===== config.mk =====
export PLATFORM = sky130hd
export DESIGN_NAME = load_store_unit
export DESIGN_NICKNAME = d
export VERILOG_FILES = /design/src/rtl/load_store_unit_pkg.sv /design/src/rtl/load_store_unit.sv
export SDC_FILE = /design/constraint.sdc
export NUM_CORES = 1
export LEC_CHECK = 0
export BUFFER_PORTS_ARGS = -buffer_cell sky130_fd_sc_hd__buf_4
export CAP_MARGIN = 20
export CELL_PAD_IN_SITES_DETAIL_PLACEMENT = 1
export CELL_PAD_IN_SITES_GLOBAL_PLACEMENT = 1
export CORE_MARGIN = 5
export CORE_UTILIZATION = 40
export DETAILED_ROUTE_END_ITERATION = 8
export GPL_TIMING_DRIVEN = 1
export HOLD_SLACK_MARGIN = 0.08
export PLACE_DENSITY = 0.94
export SETUP_SLACK_MARGIN = 0.05
export SKIP_CTS_REPAIR_TIMING = 1
export SLEW_MARGIN = 0
export SYNTH_ARGS = -nofsm -noshare
export SYNTH_HDL_FRONTEND = slang
export SYNTH_SLANG_ARGS = --single-unit

===== constraint.sdc =====
create_clock -name clock -period 2.5 [get_ports clock]
set_input_delay 0.5 -clock clock [delete_from_list [all_inputs] [get_ports clock]]
set_output_delay 0.5 -clock clock [all_outputs]
set_load 0.02 [all_outputs]

===== src/rtl/load_store_unit_pkg.sv =====
//------------------------------------------------------------------------------
// load_store_unit_pkg
//
// Purpose : Shared definitions for the load/store unit. Holds the default
//           address and data widths, the width of the transaction counters,
//           and the 2-bit encoding of the unit's control state machine.
//
// Contents:
//   ADDR_W_DEF   default data-memory address width
//   DATA_W_DEF   default data word width
//   CNT_W        width of the completed-load / completed-store counters
//   lsu_state_t  FSM states: IDLE, RD (memory read), WR (memory write),
//                RESP (response held until the core accepts it)
//------------------------------------------------------------------------------
package load_store_unit_pkg;

    localparam int ADDR_W_DEF = 4;
    localparam int DATA_W_DEF = 8;
    localparam int CNT_W      = 8;

    typedef enum logic [1:0] {
        ST_IDLE = 2'd0,
        ST_RD   = 2'd1,
        ST_WR   = 2'd2,
        ST_RESP = 2'd3
    } lsu_state_t;

endpackage : load_store_unit_pkg


===== src/rtl/load_store_unit.sv =====
//------------------------------------------------------------------------------
// load_store_unit
//
// Purpose : Bridges a valid/ready load/store request channel from the core to
//           a simple single-port data memory, and returns a valid/ready
//           response. One transaction is in flight at a time:
//             IDLE -> RD   -> RESP -> IDLE   (load)
//             IDLE -> WR   -> RESP -> IDLE   (store)
//           With the response accepted immediately, a new request can be
//           taken every third clock.
//
// Parameters:
//   ADDR_W  data-memory address width
//   DATA_W  data word width
//
// Ports:
//   clock, reset_n              single rising-edge clock, async active-low reset
//   req_valid/req_ready         request handshake (ready only in IDLE)
//   req_write                   1 = store, 0 = load
//   req_addr, req_wdata         request address and store data
//   resp_valid/resp_ready       response handshake
//   resp_data                   load data, or the stored data for a store
//   resp_is_write               response belongs to a store
//   mem_address, mem_write_data data-memory address / write data (registered)
//   mem_read, mem_write         one-cycle data-memory strobes, never together
//   mem_data_in                 data-memory read data
//   load_count, store_count     completed-transaction counters (wrap at 255)
//------------------------------------------------------------------------------
module load_store_unit
    import load_store_unit_pkg::*;
#(
    parameter int ADDR_W = ADDR_W_DEF,
    parameter int DATA_W = DATA_W_DEF
) (
    input  logic              clock,
    input  logic              reset_n,

    // Request channel from the core
    input  logic              req_valid,
    output logic              req_ready,
    input  logic              req_write,
    input  logic [ADDR_W-1:0] req_addr,
    input  logic [DATA_W-1:0] req_wdata,

    // Response channel to the core
    output logic              resp_valid,
    input  logic              resp_ready,
    output logic [DATA_W-1:0] resp_data,
    output logic              resp_is_write,

    // Data-memory interface
    output logic [ADDR_W-1:0] mem_address,
    output logic [DATA_W-1:0] mem_write_data,
    output logic              mem_read,
    output logic              mem_write,
    input  logic [DATA_W-1:0] mem_data_in,

    // Completed-transaction counters
    output logic [CNT_W-1:0]  load_count,
    output logic [CNT_W-1:0]  store_count
);

    localparam logic [CNT_W-1:0] CNT_ONE = CNT_W'(1);

    //--------------------------------------------------------------------------
    // State and registered request fields
    //--------------------------------------------------------------------------
    lsu_state_t        r_state;
    lsu_state_t        w_next_state;

    logic [ADDR_W-1:0] r_addr;
    logic [DATA_W-1:0] r_wdata;
    logic              r_write;

    logic [DATA_W-1:0] r_resp_data;
    logic              r_resp_is_write;

    logic [CNT_W-1:0]  r_load_count;
    logic [CNT_W-1:0]  r_store_count;

    // Decoded FSM outputs
    logic              w_idle;
    logic              w_mem_read;
    logic              w_mem_write;
    logic              w_resp_valid;

    // Handshake events
    logic              w_accept;
    logic              w_resp_done;

    assign w_accept    = w_idle & req_valid;
    assign w_resp_done = w_resp_valid & resp_ready;

    //--------------------------------------------------------------------------
    // FSM state register
    //--------------------------------------------------------------------------
    // NOTE: sequential state uses non-blocking (<=) so every flop samples the
    // pre-edge values of the others, independent of block ordering.
    always_ff @(posedge clock or negedge reset_n) begin
        if (!reset_n) begin
            r_state <= ST_IDLE;
        end else begin
            r_state <= w_next_state;
        end
    end

    //--------------------------------------------------------------------------
    // FSM next-state and output decode
    //--------------------------------------------------------------------------
    // NOTE: every signal written here gets a default first; a path that skips
    // an assignment would otherwise infer a latch.
    always_comb begin
        w_next_state = r_state;
        w_idle       = 1'b0;
        w_mem_read   = 1'b0;
        w_mem_write  = 1'b0;
        w_resp_valid = 1'b0;

        unique case (r_state)
            ST_IDLE: begin
                w_idle = 1'b1;
                if (req_valid) begin
                    w_next_state = req_write ? ST_WR : ST_RD;
                end
            end
            ST_RD: begin
                // Memory samples the address on the falling edge; the data is
                // captured on the rising edge that leaves this state.
                w_mem_read   = 1'b1;
                w_next_state = ST_RESP;
            end
            ST_WR: begin
                // Memory commits the write on the rising edge leaving this state.
                w_mem_write  = 1'b1;
                w_next_state = ST_RESP;
            end
            ST_RESP: begin
                w_resp_valid = 1'b1;
                if (resp_ready) begin
                    w_next_state = ST_IDLE;
                end
            end
            default: begin
                w_next_state = ST_IDLE;
            end
        endcase
    end

    //--------------------------------------------------------------------------
    // Request capture. The memory only ever sees these registered copies, so
    // req_* may change freely once the request has been accepted.
    //--------------------------------------------------------------------------
    always_ff @(posedge clock or negedge reset_n) begin
        if (!reset_n) begin
            r_addr  <= '0;
            r_wdata <= '0;
            r_write <= 1'b0;
        end else if (w_accept) begin
            r_addr  <= req_addr;
            r_wdata <= req_wdata;
            r_write <= req_write;
        end
    end

    //--------------------------------------------------------------------------
    // Response payload. Loaded on the edge that leaves RD/WR and untouched in
    // RESP, so it stays stable for as long as the core stalls.
    //--------------------------------------------------------------------------
    always_ff @(posedge clock or negedge reset_n) begin
        if (!reset_n) begin
            r_resp_data     <= '0;
            r_resp_is_write <= 1'b0;
        end else begin
            if (r_state == ST_RD) begin
                r_resp_data     <= mem_data_in;
                r_resp_is_write <= 1'b0;
            end else if (r_state == ST_WR) begin
                r_resp_data     <= r_wdata;
                r_resp_is_write <= 1'b1;
            end
        end
    end

    //--------------------------------------------------------------------------
    // Completed-transaction counters: bump on the response handshake, so a
    // transaction cut short by reset is never counted. Natural 8-bit wrap.
    //--------------------------------------------------------------------------
    always_ff @(posedge clock or negedge reset_n) begin
        if (!reset_n) begin
            r_load_count  <= '0;
            r_store_count <= '0;
        end else if (w_resp_done) begin
            if (r_resp_is_write) begin
                r_store_count <= r_store_count + CNT_ONE;
            end else begin
                r_load_count  <= r_load_count + CNT_ONE;
            end
        end
    end

    //--------------------------------------------------------------------------
    // Outputs
    //--------------------------------------------------------------------------
    // The state already reads IDLE while reset is held; gating with reset_n
    // keeps the core from seeing ready until reset is released.
    assign req_ready      = w_idle & reset_n;

    assign resp_valid     = w_resp_valid;
    assign resp_data      = r_resp_data;
    assign resp_is_write  = r_resp_is_write;

    assign mem_address    = r_addr;
    assign mem_write_data = r_wdata;
    assign mem_read       = w_mem_read;
    assign mem_write      = w_mem_write;

    assign load_count     = r_load_count;
    assign store_count    = r_store_count;

endmodule : load_store_unit


==> results.md <==
* Status: finished, final reports clean
* Bufs on Longest Clock Path at 2
* Largest net degree at the start of global routing at 40
* First drt pass iteration count at 4
* M2 GR Usage at 26.4%
* Met3 usage at 7.11%
* Area of the multi-input gates at between 700 and 800 um2
* Cell family with most CP delay: buffers and inverters
* CTS Buf Count at 5
* Worst-margin pin slew at between 500 and 600 ps
* Top_reg_cell synth: dfrtp_1
* All-Layer GR Usage at 16.3%
* Post-route DRC at 0
* P_sw at approximately 1.3 mW
* DIE AREA at 5770 um2
* DRT antenna net count at 0
* Post-route cell area at 2400 um2
* Asr flop ratio synth at 100%
* Post-DP HPWL at 3.24 mm
* Crit. End Element: primary output
* CP max-delay cell: dfrtp_1
* Cell Area, Synth at 1740 um2
* Avg Vias per Cell at 5.00
* H-tree depth at 2
* Worst Path Max Fanout at 10
* Power Density at 1350 nW/um2
* Post-synth top cells: dfrtp_1 (39), mux2_2 (14), mux2i_1 (12)
* CTS Root Cell: clkbuf_8
* Final worst path period need at 1870 ps
* Most frequent cell after synthesis: dfrtp_1
* Post-Route WL at 4.43 mm
* Worst slack at placement at 849 ps
* Chip width at 75.9 um
* Tcrit/Tclk final at 74.8%
* Buf+Inv Stages, Crit Path at 3
* Vias post-DR at between 1000 and 1500
* CTS tree: yes
* First-pass GRT wire length at 7.58 mm
* Clk pin slew, worst setup/hold paths at 80 ps
* Cell taking the most area after synthesis: dfrtp_1
* Final core occ at between 50% and 60%
* Seq. cell area at approximately 980 um2
* Max incr delay on CP at 410 ps
* Synthesized instance count at 139
* Hold Violations, Final at 0
* Clock Sinks at 39
* Setup Skew at 4.22 ps
* Max_cap viols at 0
* Initial drt markers at 37
* Normalized max-slew margin at 60.0%
* Most used routing layer: met2
* Ys Warns at 0
* Clock share of power at 16.8%
* Kind of critical path: flop to primary output
* Layout cells sized above 1 at 43.8%
* Fmax at 0.535 GHz
* Total global routing overflow at 0
* Logic pwr share at 48.8%
* #FFs+latches synth at 39
* Antenna violations before repair at 0
* RePlAce Congestion at roughly 0.77
* Ports at 66
* Layout Nets at ~240
* Core area at between 4000 and 5000 um2
* Worst path most repeated cell: buf_4
* Worst VDD drop at 0.632 mV
* Fill cell count at 468
* Initial Util at 40.5%
* Wire length per cell at between 15 and 20 um
* CP Data Arrival Time at 1370 ps
* Unrepaired setup endpoints after global routing: false
* Pins Over Slew Limit at 0
* P_leak at 1.22 nW
* Pwr Total at 3.24 mW
* Total negative slack at 0 ps
* PortBufs at 65
* Number of synthesized flops with an enable pin at 0
* Setup violators final at 0
* DIE HEIGHT at 75.9 um
* Yosys cell types at 21
* Sw frac at 40.4%
* Antenna diodes at 0
* Startpoint type of the worst setup path: flop
* Mapped Nets at between 150 and 200
* Worst EP required at 2000 ps
* Hold Path Class: input port to async pin
* Synth top area cells: dfrtp_1 (56%), mux2_2 (9.1%), mux2i_1 (6.9%)
* GRT met1 Usage at a little under a fifth
* Area share of the largest cell type after synthesis at 56.1%
* Critical path cell sequence: inv_1 > ha_1 > buf_4 > buf_4
* Final WS setup at around 630 ps
* Skew-Pair Late Insertion Delay at 290 ps
* Total internal power at roughly 1.9 mW
* Dpl cell area at 2290 um2
* Mean post-synth cell area at 12.5 um2
* Post-synthesis sequential area ratio at roughly 56%
* # rows at 24
* Reg power frac at 34.4%
* Area Growth Syn to Fin at 38.3%
* Vias in the first global route at 1557
## metrics by stage
step | instances | hold slack [ps]
2_1_floorplan | 139 | 204
3_3_place_gp | 254 | 457
3_5_place_dp | 254 | 466
4_1_cts | 262 | 284
5_1_grt | 262 | 319
6_report | 262 | 275
## power groups by stage
stage / logic, mW / registers, mW / clock network, mW
after floorplan: 0.712 / 1.36 / 0
after global placement: 1.55 / 1.11 / 0
after detailed placement: 1.62 / 1.12 / 0
after CTS: 1.62 / 1.12 / 0.565
after global routing: 1.73 / 1.16 / 0.582
final: 1.58 / 1.12 / 0.545
## cell usage in the layout, fill, tap and decap left out, drive strengths merged
cell type / count
xnor2: 6
and2: 1
mux2i: 12
xor2: 8
inv: 5
clkbuf: 6
mux2: 14
buf: 67
nor2: 10
nand3b: 1
and4b: 1
nand4: 3
dfrtp: 39
ha: 7
bufinv: 1
nor3: 4
and4: 1
o22ai: 1
o21ai: 1
nand3: 6
nand2: 5
a21oi: 8
and3: 2
clkinv: 1
## worst register-to-register path: stages, from the launching register on
cell	delay (ps)
dfrtp_1	380
inv_1	100
ha_1	680
o21ai_0	220
mux2i_1	160
## routing by layer
layer,vias up,part of all wire [%]
li1,617,-
met1,630,41
met2,56,48
met3,6,8.8
met4,0,1.6
met5,-,0
## kinds of logic after synthesis
group	Yosys count	synth area share, %
flip-flops	39	56.1
AO/OA/AOI/OAI	10	2.95
multiplexers	26	16.0
adder cells (fa/ha/maj)	7	5.04
XOR/XNOR	14	7.05
AND/OR/NAND/NOR	34	10.6
buffers and inverters	9	2.23
## cell type report
class / instances / share of cell area, %
Clock inverter: 2 / 1.46
Sequential cell: 39 / 40.6
Inverter: 5 / 0.780
Multi-Input combinational cell: 91 / 30.1
Tap cell: 52 / 2.71
Timing Repair Buffer: 67 / 20.9
Clock buffer: 6 / 3.43
## sequential cells by signal (all words and copies together), names as in the netlist
signal,flops
resp_data,8
mem_write_data,8
resp_is_write,1
load_count,8
store_count,8
mem_address,4
r_state,2
## final timing paths
kind,startpoint,endpoint,slack [ps],cells past startpoint
setup / recovery,r_state[1],mem_read,630,4
hold / removal,reset_n,store_count[7],270,2
setup reg to reg,r_state[0],r_state[0],880,4
hold reg to reg,load_count[7],load_count[7],470,1
max in group asynchronous,reset_n,mem_write_data[2],1880,2
min in group clock,req_addr[3],mem_address[3],440,2
No activity file was read; power rests on OpenSTA's default activity.
